<file path="config.mk">
export PLATFORM = sky130hd
export DESIGN_NAME = tick_pwm_gen_flat
export DESIGN_NICKNAME = d
export VERILOG_FILES = /design/src/rtl/tick_pwm_gen_pkg.sv /design/src/rtl/tick_pwm_gen_if.sv /design/src/rtl/tick_pwm_gen_counter.sv /design/src/rtl/tick_pwm_gen.sv /design/src/flat_wrapper.sv
export SDC_FILE = /design/constraint.sdc
export NUM_CORES = 1
export LEC_CHECK = 0
export CAP_MARGIN = 10
export CORE_AREA = 2 2 85 87
export CTS_BUF_LIST = sky130_fd_sc_hd__clkbuf_4 sky130_fd_sc_hd__clkbuf_8
export CTS_CLUSTER_DIAMETER = 30
export CTS_CLUSTER_SIZE = 12
export DETAILED_ROUTE_END_ITERATION = 7
export DIE_AREA = 0 0 87 89
export PLACE_DENSITY = 0.6
export SLEW_MARGIN = 40
export SYNTH_ARGS = -nofsm -noshare
export SYNTH_HDL_FRONTEND = slang
export SYNTH_SLANG_ARGS = --single-unit
</file>
<file path="constraint.sdc">
create_clock -name clk -period 5.37 [get_ports clk]
set_clock_uncertainty 0.1 [all_clocks]
set_input_delay 1.074 -clock clk [delete_from_list [all_inputs] [get_ports clk]]
set_output_delay 1.074 -clock clk [all_outputs]
set_load 0.02 [all_outputs]
</file>
<file path="src/rtl/tick_pwm_gen_pkg.sv">
// Shared types and constants for the tick-driven PWM generator.
package pwm_pkg;

   localparam int unsigned WIDTH_DEF = 8;

   // Reset values for the period/duty registers; cast down to WIDTH at the use site.
   localparam logic [63:0] PERIOD_RST = '1;
   localparam logic [63:0] DUTY_RST   = '0;

   typedef enum logic [1:0] {
      ST_IDLE = 2'd0,
      ST_RAMP = 2'd1,
      ST_RUN  = 2'd2
   } state_t;

endpackage

</file>
<file path="src/rtl/tick_pwm_gen_if.sv">
// Control/status bundle between the PWM generator and its controller.
interface tick_pwm_gen_if #(parameter int unsigned WIDTH = pwm_pkg::WIDTH_DEF);
   logic             tick_in;
   logic             en;
   logic [WIDTH-1:0] period;
   logic [WIDTH-1:0] duty;
   logic             cfg_load;
   logic             pwm_out;
   logic             period_end;
   logic             ramp_done;
   logic [1:0]       state;

   modport master (
      output tick_in, en, period, duty, cfg_load,
      input  pwm_out, period_end, ramp_done, state
   );

   modport slave (
      input  tick_in, en, period, duty, cfg_load,
      output pwm_out, period_end, ramp_done, state
   );
endinterface

</file>
<file path="src/rtl/tick_pwm_gen_counter.sv">
// Period counter: runs 0..limit on tick, wraps to 0, cleared while stopped.
module tick_period_counter #(
   parameter int unsigned WIDTH = 8
) (
   input  logic             clk,
   input  logic             rst,
   input  logic             tick,
   input  logic             clear,
   input  logic [WIDTH-1:0] limit,
   output logic [WIDTH-1:0] cnt,
   output logic             wrap,
   output logic [WIDTH-1:0] cnt_next_c
);

   assign wrap = tick && (cnt == limit);

   always_comb begin
      cnt_next_c = cnt;
      if (clear || wrap) begin
         cnt_next_c = '0;
      end else if (tick) begin
         cnt_next_c = cnt + WIDTH'(1);
      end
   end

   always_ff @(posedge clk or negedge rst) begin
      if (!rst) begin
         cnt <= '0;
      end else begin
         cnt <= cnt_next_c;
      end
   end

endmodule

</file>
<file path="src/rtl/tick_pwm_gen.sv">
// Tick-enabled PWM with double-buffered period/duty.
// Define TICK_PWM_SOFT_START_EN to ramp duty from 0 through the RAMP state.
module tick_pwm_gen
   import pwm_pkg::*;
#(
   parameter int unsigned WIDTH = WIDTH_DEF
) (
   input  logic          clk,
   input  logic          rst,
   tick_pwm_gen_if.slave bus
);

   state_t           state_q, state_d;
   logic [WIDTH-1:0] period_stg, duty_stg, period_sh, duty_sh, duty_act;
   logic [WIDTH-1:0] period_stg_d, duty_stg_d, period_sh_d, duty_sh_d, duty_act_d;
   logic             load_pend, load_pend_d, pend_eff, apply;
   logic             active, start, advance, clear, wrap;
   logic             pwm_q, pwm_d, period_end_q, ramp_done_q;
   logic [WIDTH-1:0] cnt, cnt_next;

   assign active  = (state_q == ST_RAMP) || (state_q == ST_RUN);
   assign start   = (state_q == ST_IDLE) && bus.en;
   assign advance = bus.tick_in && active;
   assign clear   = !bus.en || !active;

   tick_period_counter #(.WIDTH(WIDTH)) u_cnt (
      .clk        (clk),
      .rst        (rst),
      .tick       (advance),
      .clear      (clear),
      .limit      (period_sh),
      .cnt        (cnt),
      .wrap       (wrap),
      .cnt_next_c (cnt_next)
   );

   // Staging/shadow: a cfg_load landing on the boundary edge is applied immediately.
   always_comb begin
      period_stg_d = bus.cfg_load ? bus.period : period_stg;
      duty_stg_d   = bus.cfg_load ? bus.duty   : duty_stg;
      pend_eff     = load_pend || bus.cfg_load;
      apply        = bus.en && pend_eff && (wrap || start);
      period_sh_d  = apply ? period_stg_d : period_sh;
      duty_sh_d    = apply ? duty_stg_d   : duty_sh;
      load_pend_d  = apply ? 1'b0 : pend_eff;
   end

   // Next state and active duty.
   always_comb begin
      state_d    = state_q;
      duty_act_d = duty_act;
      case (state_q)
         ST_IDLE: begin
            duty_act_d = '0;
            if (bus.en) begin
`ifdef TICK_PWM_SOFT_START_EN
               state_d = ST_RAMP;
`else
               state_d    = ST_RUN;
               duty_act_d = duty_sh_d;
`endif
            end
         end
`ifdef TICK_PWM_SOFT_START_EN
         ST_RAMP: begin
            if (wrap) begin
               duty_act_d = (duty_act < duty_sh_d) ? duty_act + WIDTH'(1) : duty_sh_d;
               if (duty_act_d == duty_sh_d) state_d = ST_RUN;
            end else if (duty_act == duty_sh) begin
               state_d = ST_RUN;
            end
         end
`endif
         ST_RUN: begin
            if (wrap) duty_act_d = duty_sh_d;
         end
         default: begin
            state_d    = ST_IDLE;
            duty_act_d = '0;
         end
      endcase
      if (!bus.en) begin
         state_d    = ST_IDLE;
         duty_act_d = '0;
      end
   end

   assign pwm_d = (state_d != ST_IDLE) && (cnt_next < duty_act_d);

   always_ff @(posedge clk or negedge rst) begin
      if (!rst) begin
         state_q      <= ST_IDLE;
         period_stg   <= WIDTH'(PERIOD_RST);
         duty_stg     <= WIDTH'(DUTY_RST);
         period_sh    <= WIDTH'(PERIOD_RST);
         duty_sh      <= WIDTH'(DUTY_RST);
         load_pend    <= 1'b0;
         duty_act     <= '0;
         pwm_q        <= 1'b0;
         period_end_q <= 1'b0;
         ramp_done_q  <= 1'b0;
      end else begin
         state_q      <= state_d;
         period_stg   <= period_stg_d;
         duty_stg     <= duty_stg_d;
         period_sh    <= period_sh_d;
         duty_sh      <= duty_sh_d;
         load_pend    <= load_pend_d;
         duty_act     <= duty_act_d;
         pwm_q        <= pwm_d;
         period_end_q <= wrap;
         ramp_done_q  <= (state_d == ST_RUN);
      end
   end

   assign bus.pwm_out    = pwm_q;
   assign bus.period_end = period_end_q;
   assign bus.ramp_done  = ramp_done_q;
   assign bus.state      = state_q;

endmodule

</file>
<file path="src/flat_wrapper.sv">
// flat-port wrapper written by rule: the top's interface ports become plain ports
module tick_pwm_gen_flat import pwm_pkg::*;
#(
   parameter int unsigned WIDTH = WIDTH_DEF
)
  (clk, rst, bus_tick_in, bus_en, bus_period, bus_duty, bus_cfg_load, bus_pwm_out, bus_period_end, bus_ramp_done, bus_state);
  tick_pwm_gen_if #(.WIDTH(WIDTH)) bus_i ();
  input  logic clk;
  input  logic rst;
  input wire logic [$bits(bus_i.tick_in)-1:0] bus_tick_in;
  input wire logic [$bits(bus_i.en)-1:0] bus_en;
  input wire logic [$bits(bus_i.period)-1:0] bus_period;
  input wire logic [$bits(bus_i.duty)-1:0] bus_duty;
  input wire logic [$bits(bus_i.cfg_load)-1:0] bus_cfg_load;
  output wire logic [$bits(bus_i.pwm_out)-1:0] bus_pwm_out;
  output wire logic [$bits(bus_i.period_end)-1:0] bus_period_end;
  output wire logic [$bits(bus_i.ramp_done)-1:0] bus_ramp_done;
  output wire logic [$bits(bus_i.state)-1:0] bus_state;
  assign bus_i.tick_in = bus_tick_in;
  assign bus_i.en = bus_en;
  assign bus_i.period = bus_period;
  assign bus_i.duty = bus_duty;
  assign bus_i.cfg_load = bus_cfg_load;
  assign bus_pwm_out = bus_i.pwm_out;
  assign bus_period_end = bus_i.period_end;
  assign bus_ramp_done = bus_i.ramp_done;
  assign bus_state = bus_i.state;
  tick_pwm_gen #(.WIDTH(WIDTH)) u_core (.clk(clk), .rst(rst), .bus(bus_i));
endmodule
</file>
-- Word-level counts from Yosys, hierarchy flattened
Cells that the tools add are included.
- register bits: 54
- input bits: 21
- output and inout port bits: 5
- $add $sub $neg: 1
- magnitude comparators: 1
- equal/unequal tests: 4
- muxes and demuxes: 11
- reductions and logical operators: 15
- operator list (operator ; number):
    $mux W8 ; 7
    $pmux W8 S2 ; 1
    $add A8 B1 Y8 const B ; 1
    $eq A8 B8 Y1 ; 1
    $lt A8 B8 Y1 ; 1
    $logic_and A1 B1 Y1 ; 6
    $logic_or A1 B1 Y1 ; 5
    $eq A2 B2 Y1 const B ; 2
    $pmux W2 S2 ; 1
    $eq A2 B1 Y1 const B ; 1
    $logic_not A1 Y1 ; 2
    $logic_not A2 Y1 ; 1
    $mux W2 ; 1
    $reduce_bool A2 Y1 ; 1
    $mux W1 ; 1

-- Depth between registers and ports, before layout
Gate-level depths: netlist of run 1.
- word-level depth: 12
- mapped depth: 15

-- Cells and area by module
A second synthesis of run 1 with hierarchy kept.
- cell total of the unflattened synthesis: 190
- area total of the unflattened synthesis: 2547.4 sq um
- modules (own cells, without submodules) (module ; times used ; cells each ; area an instance (sq um) ; seq. area each (sq um)):
    tick_pwm_gen ; 1 ; 142 ; 2052.0 ; 1171.1
    tick_period_counter ; 1 ; 48 ; 495.5 ; 200.2

-- Least setup slack after synthesis of run 1
No wires, ideal clock.
- path kind: input port to flip-flop
- start point: input bus_cfg_load
- end point: register u_core.pwm_q (netlist: u_core.bus.pwm_out)
- arrival time: 3.149 ns
- slack: 2.001 ns
- cell stages on the path: 12
- path buffers: 2
- cells stage by stage: buf_2 o21a_1 clkbuf_1 a21oi_1 o32ai_1 nand2_1 ha_1 a21o_1 a21oi_1 o221ai_1 o21ba_2 a31o_2
- cells in the longest elaborated chain, start to end: 9
- ends and longest elaborated chain (item ; line ; source):
    from (decl) ; flat_wrapper.sv:14 ; input wire logic [$bits(bus_i.cfg_load)-1:0] bus_cfg_load;
    $logic_or A1 B1 Y1 ; tick_pwm_gen.sv:41 ; pend_eff = load_pend || bus.cfg_load;
    $logic_and A1 B1 Y1 (2 in series) ; tick_pwm_gen.sv:42 ; apply = bus.en && pend_eff && (wrap || start);
    $mux W8 * ; tick_pwm_gen.sv:44 ; duty_sh_d = apply ? duty_stg_d : duty_sh;
    $mux W8 ; tick_pwm_gen.sv:75 ; if (wrap) duty_act_d = duty_sh_d;
    $pmux W8 S2 * ; tick_pwm_gen.sv:52 ; case (state_q)
    $mux W8 * ; tick_pwm_gen.sv:82 ; if (!bus.en) begin
    $lt A8 B8 Y1 * ; tick_pwm_gen.sv:88 ; assign pwm_d = (state_d != ST_IDLE) && (cnt_next < duty_act_d);
    $logic_and A1 B1 Y1 * ; tick_pwm_gen.sv:88 ;
    net u_core.pwm_d ; tick_pwm_gen.sv:18 ; logic pwm_q, pwm_d, period_end_q, ramp_done_q;
    to (signal assigned) ; tick_pwm_gen.sv:110 ; pwm_q <= pwm_d;
    to (decl) ; tick_pwm_gen.sv:18 ;
The timed path passes the listed nets; every way through them passes the cells marked *.
A chain may end at the register's enable or synchronous reset.

-- Worst setup path after layout of run 1
- start point: input bus_en
- end point: register u_core.pwm_q (netlist: u_core.bus.pwm_out)
- cells in the longest elaborated chain, start to end: 9
- ends and longest elaborated chain (item ; line ; source):
    from (decl) ; flat_wrapper.sv:11 ; input wire logic [$bits(bus_i.en)-1:0] bus_en;
    $logic_and A1 B1 Y1 ; tick_pwm_gen.sv:22 ; assign start = (state_q == ST_IDLE) && bus.en;
    $logic_or A1 B1 Y1 ; tick_pwm_gen.sv:42 ;
    $logic_and A1 B1 Y1 ; tick_pwm_gen.sv:42 ;
    $mux W8 ; tick_pwm_gen.sv:44 ;
    $mux W8 ; tick_pwm_gen.sv:75 ;
    $pmux W8 S2 ; tick_pwm_gen.sv:52 ;
    $mux W8 ; tick_pwm_gen.sv:82 ;
    $lt A8 B8 Y1 ; tick_pwm_gen.sv:88 ;
    $logic_and A1 B1 Y1 * ; tick_pwm_gen.sv:88 ;
    net u_core.pwm_d ; tick_pwm_gen.sv:18 ;
Marked as above.

==> results.txt, run 1 <==
The static leakage power is 1.36 nW. The smallest setup slack after layout came out at 1.47 ns. The worst pin sits at a relative slew slack of 54.3%. The core area is 0.00672 sq mm. By area, the combinational part of the netlist is dominated by simple AND/OR/NAND/NOR gates. Setup violations remaining at the end of the flow were counted as 0.

The total of warnings raised by yosys is 0. The shortest period the worst path allows came out at 3.90 ns. Static timing analysis puts the maximum clock frequency at 256 MHz. The cell area after synthesis came out at 0.00263 sq mm. The count of cell types in the netlist is 40. Global routing used 3.05% of the available met3 tracks. Of the total synthesized cell area, the portion taken by full adders, half adders and majority gates is 5.24%. The routing usage on met1 came out at 20.0%. The half-perimeter wire length of the detailed placement result is 3.66 mm. The fraction of the mapped netlist area in compound gates came out at 9.82%. For this block, the initial DRC count from the detailed router was 93. The power per cell area is 300 mW/mm^2.

The worst IR drop on VDD came out at 0.122 mV. The data arrival time of the critical path came out at 4.05 ns. The count of vias placed by the detailed router is 1735.

Setup repair after global routing left no endpoint under its margin. The synthesized flop and latch total is 54. The number of global-route vias before repair is 1759. In this run the post-CTS setup repair buffer count came out at 0. STA classifies the critical path endpoint as a register. After clock tree synthesis, the clock-pin slew on the worst setup and hold paths is 0.09 ns.

Dividing the synthesized area by the synthesized cell count gives 11.2 sq um. After floorplanning, the core was divided into 30 placement rows. Clock latency on the worst-skew pair, taken at its later pin, is 0.30 ns. The layout has 647 filler cells. Across the run, the number of max-cap violations was 0.

The first detailed-routing pass took 4 iterations. The number of antenna violations at the first check in global routing is 0. The total negative slack for setup checks came out at 0 ns. The average routed wire per standard cell is 14.9 microns. Compared with the post-synthesis result, the final layout area differs by 15.8%. The number of levels the H-tree was split into came out at 2.

The run finished with clean final reports. The count of nets after finishing came out at 292. Hold repair after CTS inserted 0 buffers. The final period utilization is 72.6%. The overflow left after global routing came out at 0.

Walking the worst path, the cells encountered are clkdlybuf4s50_1 -> o21a_1 -> a21oi_1 -> o32ai_1 -> nand2_1 -> ha_1 -> a21o_1 -> a21oi_1 -> o221ai_1 -> o21ba_2 -> a31o_2. The chip width is 87 microns. The count of cells resized by post-cts repair is 0. In this run the count of I/O pins placed on the die edge is 26.

The simple-gate share of the synthesized area is 12.6%. The number of antenna repair diodes is 0. The category of the most critical setup path is primary input to register. The TritonCTS buffer count is 5. The port buffer count came out at 25. The clock tree from TritonCTS is done. The gate count of the mapped netlist came out at 234. The delay of the slowest cell on the worst path is 0.85 ns. The floorplan step set the die height to 89 microns.

The master of the slowest instance on the critical path is sky130_fd_sc_hd__clkdlybuf4s50_1. The wire length of the first global-routing pass came out at 8.51 mm. The number of nets produced by synthesis is 266. The initial standard-cell utilization of the core is 39.1%. The sum of routed wire length over all layers is 5.08 mm.

The maximum clock path buffer count came out at 2. The path class of the tightest hold or removal check is register to register. The worst slack at placement came out at 1.13 ns.

Among the stages of the critical path, the cell type that occurs most often is sky130_fd_sc_hd__a21oi_1. The last weighted congestion value of the routability-driven placer is 0.826. The critical path data required time came out at 5.52 ns. The mux cell area share after synthesis came out at 9.91%. The via density per instance came out at 5.09.

Summing all multi-input logic gate instances after layout gives 0.00113 sq mm. The final number of max-transition violations came to 0. The layer flagged by global routing as most heavily used is met2.

The total die area is 0.00774 sq mm. For the pin with the worst max-slew slack, the measured transition is 0.685 ns. Of the total synthesized cell area, the portion taken by XOR and XNOR cells is 5.34%. Clock tree synthesis selected as its root buffer the cell sky130_fd_sc_hd__clkbuf_8. The global routing met2 resource utilization came out at 21.7%. The register area is 0.00137 sq mm. The count of antenna-violating nets left after detailed routing is 0. The startpoint type of the worst setup path is a primary input. The maximum number of pins on one net before global-route repair came out at 55. The largest fanout of any net on the critical path is 20. The hold violation total from the final report was 0.

The sequential fraction of the synthesis area came out at 52.2%. Global routing used 14.3% of the available tracks. The share of final-layout standard cells stronger than drive strength 1 is 20.3%.

The total number of clock tree sinks is 54. The count of unresolved DRC violations after routing is 0.
==> cells in the final DEF, fill, tap and decap left out, drive strengths merged, types with 4 or more instances in the layout <==
cell type | netlist | routed
nor2 | 19 | 19
dfrtp | 38 | 38
a21oi | 10 | 10
inv | 22 | 23
nand2 | 15 | 15
dfstp | 16 | 16
ha | 11 | 11
o32ai | 7 | 7
clkbuf | 5 | 6
mux2 | 16 | 16
nand4 | 4 | 4
nor3 | 8 | 8
nand3 | 5 | 5
and2 | 8 | 8
mux2i | 8 | 8
clkdlybuf4s50 | 0 | 24
xor2 | 13 | 13
==> cells by family (layout without fill, tap and decap cells) <==
kind of cell | after synthesis | in the layout
XOR/XNOR | 16 | 16
AO/OA/AOI/OAI | 34 | 34
multiplexers | 24 | 24
flip-flops | 54 | 54
AND/OR/NAND/NOR | 64 | 64
adder cells (fa/ha/maj) | 11 | 11
buffers and inverters | 31 | 58
==> registers in the layout, indices dropped and copies added, names as in the netlist, 2 cells and up <==
name,count
u_core.duty_stg,8
u_core.u_cnt.cnt,8
u_core.period_sh,8
u_core.period_stg,8
u_core.duty_sh,8
u_core.duty_act,8
u_core.bus.state,2
==> worst paths after layout <==
path | startpoint | end | slack, ns | cells after the start
setup / recovery | bus_en | u_core.bus.pwm_out$_DFF_PN0_ | 1.47 | 11
hold reg to reg | u_core.duty_stg[7]$_DFF_PN0_ | u_core.duty_stg[7]$_DFF_PN0_ | 0.39 | 2
hold / removal | u_core.duty_stg[7]$_DFF_PN0_ | u_core.duty_stg[7]$_DFF_PN0_ | 0.39 | 2
setup reg to reg | u_core.bus.state[0]$_DFF_PN0_ | u_core.bus.pwm_out$_DFF_PN0_ | 1.92 | 15
max in group asynchronous | rst | u_core.bus.state[0]$_DFF_PN0_ | 3.93 | 2
min in group asynchronous | rst | u_core.u_cnt.cnt[1]$_DFF_PN0_ | 0.76 | 2
==> critical path, delay by kind of cell <==
kind            cells  cell delay [ns]
simple gates        1             0.10
fa+ha+maj           1             0.32
compound gates      8             1.71
buf+inv             1             0.85
==> cell type report <==
type,count,area share [%]
Multi-Input combinational cell,149,37.1
Inverter,23,2.88
Clock inverter,2,0.371
Sequential cell,54,45.1
Clock buffer,6,2.72
Timing Repair Buffer,27,8.56
Tap cell,80,3.29
==> metrics by stage <==
| step | power (mW) | utilization, % | instance area [sq um] | instances | hold WS [ns] |
|---|---|---|---|---|---|
| after global routing | 0.965 | 45.2 | 3040 | 341 | 0.425 |
| after floorplan | 0.625 | - | 2630 | 234 | 0.345 |
| final | 0.912 | 45.2 | 3040 | 341 | 0.390 |
| after global placement | 0.681 | 43.8 | 2950 | 333 | 0.363 |
| after detailed placement | 0.685 | 43.8 | 2950 | 333 | 0.366 |
| after CTS | 0.924 | 45.2 | 3040 | 341 | 0.389 |
==> layer usage <==
metal  up-vias  share of wire, %  wire length, microns
met4         0               1.5                    78
met1       848                50                  2560
li1        853                 -                     -
met5         -                 0                     0
met2        28                45                  2280
met3         6               3.2                   161
==> synthesized netlist by cell type <==
cell | instances | share of area [%]
sky130_fd_sc_hd__xor2_1 | 13 | 4.3
sky130_fd_sc_hd__a41oi_2 | 1 | 0.62
sky130_fd_sc_hd__nand2_1 | 15 | 2.1
sky130_fd_sc_hd__nor2_4 | 1 | 0.43
sky130_fd_sc_hd__o211ai_1 | 1 | 0.29
sky130_fd_sc_hd__nor3_1 | 8 | 1.5
sky130_fd_sc_hd__a41o_2 | 1 | 0.43
sky130_fd_sc_hd__nand4_2 | 1 | 0.48
sky130_fd_sc_hd__a21oi_2 | 1 | 0.33
sky130_fd_sc_hd__clkinv_2 | 1 | 0.19
sky130_fd_sc_hd__dfstp_2 | 16 | 16
sky130_fd_sc_hd__o22ai_1 | 1 | 0.24
sky130_fd_sc_hd__and2_1 | 8 | 1.9
sky130_fd_sc_hd__inv_1 | 22 | 3.1
sky130_fd_sc_hd__o21a_1 | 2 | 0.57
sky130_fd_sc_hd__nand3_1 | 5 | 0.95
sky130_fd_sc_hd__a31o_2 | 1 | 0.33
sky130_fd_sc_hd__a21o_1 | 2 | 0.57
sky130_fd_sc_hd__o21ba_2 | 1 | 0.38
sky130_fd_sc_hd__ha_1 | 11 | 5.2
sky130_fd_sc_hd__clkbuf_1 | 5 | 0.72
sky130_fd_sc_hd__a32o_1 | 1 | 0.38
sky130_fd_sc_hd__buf_2 | 2 | 0.38
sky130_fd_sc_hd__buf_6 | 1 | 0.43
sky130_fd_sc_hd__and4_1 | 1 | 0.33
sky130_fd_sc_hd__o32ai_1 | 7 | 2.3
sky130_fd_sc_hd__nand4_1 | 3 | 0.72
sky130_fd_sc_hd__xnor2_1 | 3 | 1.0
sky130_fd_sc_hd__dfrtp_1 | 38 | 36
sky130_fd_sc_hd__nor4_4 | 1 | 0.81
sky130_fd_sc_hd__a21oi_1 | 9 | 1.7
sky130_fd_sc_hd__mux2_2 | 16 | 6.9
sky130_fd_sc_hd__o21ai_2 | 1 | 0.33
sky130_fd_sc_hd__and3_1 | 3 | 0.72
sky130_fd_sc_hd__nor2_1 | 18 | 2.6
sky130_fd_sc_hd__o221ai_1 | 1 | 0.33
sky130_fd_sc_hd__o21ai_0 | 2 | 0.38
sky130_fd_sc_hd__mux2i_1 | 8 | 3.1
sky130_fd_sc_hd__a31oi_1 | 1 | 0.24
sky130_fd_sc_hd__a211o_1 | 1 | 0.33
==> where the power goes <==
group	internal, mW	total (mW)	leakage, nW	switching, mW
Sequential	0.474	0.497	0.644	0.0238
Combinational	0.0840	0.180	0.668	0.0958
Clock	0.104	0.235	0.0515	0.130
Power figures use the tool's default switching activity.
==> run 2, diff against run 1 <==
--- a/config.mk
+++ b/config.mk
@@ -12,7 +12,7 @@
 export CTS_CLUSTER_SIZE = 12
 export DETAILED_ROUTE_END_ITERATION = 7
 export DIE_AREA = 0 0 87 89
-export PLACE_DENSITY = 0.6
+export PLACE_DENSITY = 0.62
 export SLEW_MARGIN = 40
 export SYNTH_ARGS = -nofsm -noshare
 export SYNTH_HDL_FRONTEND = slang
==> constraint.sdc (replaced) <==
create_clock -name clk -period 3.5 [get_ports clk]
set_clock_uncertainty 0.1 [all_clocks]
set_input_delay 0.7 -clock clk [delete_from_list [all_inputs] [get_ports clk]]
set_output_delay 0.7 -clock clk [all_outputs]
set_load 0.02 [all_outputs]
==> results.txt, run 2 (synthesis results as in run 1) <==
The flow ran to the end, and the final reports show no timing, DRC or antenna violations. The routed design could run at a clock period as short as 3.31 ns. The internal portion of the total power is 1.09 mW. The number of global-route vias before repair came out at 1816.

The sequential group share of total power is 51.3%. Setup repair after global routing left no endpoint under its margin. The count of hold-fix buffers inserted at cts came out at 0. The number of levels the H-tree was split into came out at 2. The tightest min-delay check is of the primary input to asynchronous set/reset pin type. The buffer cell driving the clock tree root is sky130_fd_sc_hd__clkbuf_8. In the layout the commonest cells are sky130_fd_sc_hd__dfrtp_1 (38), sky130_fd_sc_hd__clkdlybuf4s50_1 (24), sky130_fd_sc_hd__inv_1 (22). The hold violation total from the final report came out at 0.

For this design the ratio of total power to cell area is 461 mW/mm^2. The core area is 0.00672 sq mm. The clock latency of the later-clocked register in the worst-skew pair is 0.31 ns. The congestion estimate from routability-driven global placement came to 0.774. The routing usage on met1 came out at 21.4%. The number of filler instances in the final layout came out at 634. The worst IR drop on VDD came out at 0.190 mV. The half-perimeter wire length of the detailed placement result is 3.68 mm. The count of maximum capacitance violations came out at 0. The total negative slack for setup checks is 0 ns. In the final layout, the share of cells above drive strength 1 is 25.9%. In this run switching power makes up 26.9% of total power. The overflow left after global routing is 0. The final period utilization came out at 94.6%. Across all layers, the routed design uses 1748 vias. The count of nets after finishing came out at 309. The initial standard-cell utilization of the core came out at 39.1%. The number of buffers inserted to repair setup after CTS came out at 0. The count of antenna-violating nets left after detailed routing is 0.

Leaving out fill and tap cells, the most frequent cell in the layout is sky130_fd_sc_hd__dfrtp_1. By startpoint and endpoint, the worst setup path is classified as primary input to register. The worst slew margin relative to its limit came out at 60.0%.

During placement, the flow inserted port buffers numbering 25. The utilization of the core after routing came out at 47.9%. The placed standard-cell area came out at 0.00308 sq mm.

The floorplan step defined a die boundary enclosing 0.00774 sq mm. The fmax came out at 302 MHz. The net load switching power is 0.399 mW. The wire length of the first global-routing pass is 8.75 mm. Dividing the detail-routed wire length by the instance count gives 14.1 microns.

The finished cells cover 0.00322 sq mm. The total number of clock tree sinks is 54. The layer flagged by global routing as most heavily used is met2. The final number of max-transition violations is 0.

0 antenna diodes ended up in the layout. After the first detailed-routing iteration, the DRC count stood at 101. Final hold analysis gives a worst-case slack of 0.281 ns.

The area of the multi-input gates is 0.00116 sq mm. The data arrival time of the critical path is 3.47 ns. The critical path data required time came out at 3.66 ns. The cell row count is 30. The worst setup path is captured at a register.

Entering global routing, the biggest net connects 49 pins. The portion of total power attributed to the clock network is 28.2%. For this run, global-route usage on met2 was measured as 22.1%. The met3 usage is 3.05%. The area growth from synthesis to layout is 22.6%. TritonCTS created 5 clock buffers. The transition time at the pin with the least slew margin came out at 0.600 ns. The sum of routed wire length over all layers is 5.05 mm.

Clock-pin slew was measured on the worst setup and hold paths at 0.10 ns. Setup violations remaining at the end of the flow were counted as 0. The relative contribution of combinational cells to total power is 20.5%. The chip width came out at 87 microns. The number of antenna violations at the first check in global routing came out at 0. The largest fanout of any net on the critical path came out at 7.

The maximum clock path buffer count is 2. The via density per instance is 4.88. The number of primary I/O pins came out at 26. The count of unresolved DRC violations after routing came out at 0.

Summed over all cells, the static leakage comes to 1.46 nW. The worst setup path is launched from a primary input. The global-route usage over all layers came out at 14.9%. The chip height came out at 89 microns. TritonCTS built the clock tree. The number of optimization iterations in the first detailed-route pass is 4. Summing all flip-flop and latch instances after layout gives 0.00137 sq mm.
-- run 2: cell count changes in the layout (fill, tap and decap cells not counted), sizes merged --
cell	change
inv	-1
bufinv	+1
buf	+17
clkbuf	-1
clkinv	+1
-- run 2: final timing paths --
check	startpoint	to	slack [ns]	cells past startpoint
setup reg to reg	u_core.bus.state[0]$_DFF_PN0_	u_core.bus.pwm_out$_DFF_PN0_	0.23	15
hold / removal	rst	u_core.u_cnt.cnt[0]$_DFF_PN0_	0.28	1
setup / recovery	bus_tick_in	u_core.bus.pwm_out$_DFF_PN0_	0.19	14
hold reg to reg	u_core.duty_sh[2]$_DFF_PN0_	u_core.duty_sh[2]$_DFF_PN0_	0.39	2
min in group clk	u_core.duty_sh[2]$_DFF_PN0_	u_core.duty_sh[2]$_DFF_PN0_	0.39	2
max in group asynchronous	rst	u_core.period_stg[5]$_DFF_PN1_	2.38	2
-- run 2: worst max-delay path: stages --
cell	delay, ns
sky130_fd_sc_hd__clkdlybuf4s50_1	0.48
sky130_fd_sc_hd__nand2_1	0.12
sky130_fd_sc_hd__nor4_4	0.24
sky130_fd_sc_hd__buf_4	0.18
sky130_fd_sc_hd__a41oi_4	0.17
sky130_fd_sc_hd__nor3_1	0.34
sky130_fd_sc_hd__o32ai_2	0.13
sky130_fd_sc_hd__nand2_1	0.09
sky130_fd_sc_hd__ha_1	0.23
sky130_fd_sc_hd__a21o_1	0.18
sky130_fd_sc_hd__a21oi_1	0.14
sky130_fd_sc_hd__o221ai_1	0.15
sky130_fd_sc_hd__o21ba_2	0.25
sky130_fd_sc_hd__a31o_2	0.09
-- run 2: power by group through the flow --
stage,Clock [mW],Sequential (mW),Combinational (mW)
finish,0.419,0.761,0.304
global route,0.455,0.772,0.344
CTS,0.428,0.762,0.296
detailed placement,0,0.773,0.296
global placement,0,0.772,0.291
floorplan,0,0.767,0.192
-- run 2: cell type report --
class,instances,area share (%)
Clock buffer,5,2.14
Clock inverter,3,1.24
Timing Repair Buffer,44,12.1
Multi-Input combinational cell,149,36.0
Tap cell,80,3.11
Inverter,23,2.72
Sequential cell,54,42.6
-- run 2: stage by stage --
| stage | worst slack (ns) | total power, mW | instances |
|---|---|---|---|
| after floorplan | 0.340 | 0.959 | 234 |
| after global placement | -0.134 | 1.06 | 350 |
| after detailed placement | -0.164 | 1.07 | 350 |
| after CTS | 0.171 | 1.49 | 358 |
| after global routing | 0.00242 | 1.57 | 358 |
| final | 0.188 | 1.48 | 358 |
-- run 2: per-layer routing --
layer	part of all wire (%)	up-vias	routed length (microns)
met5	0	-	0
met4	2.1	0	108
met3	2.7	7	138
met2	42	28	2140
met1	53	827	2660
li1	-	886	-
-- run 2: what timing repair did --
action                                  4_1_cts  5_1_grt
endpoints found under the hold margin         0        0
endpoints found under the setup margin        0        1
resized for setup                             0        4
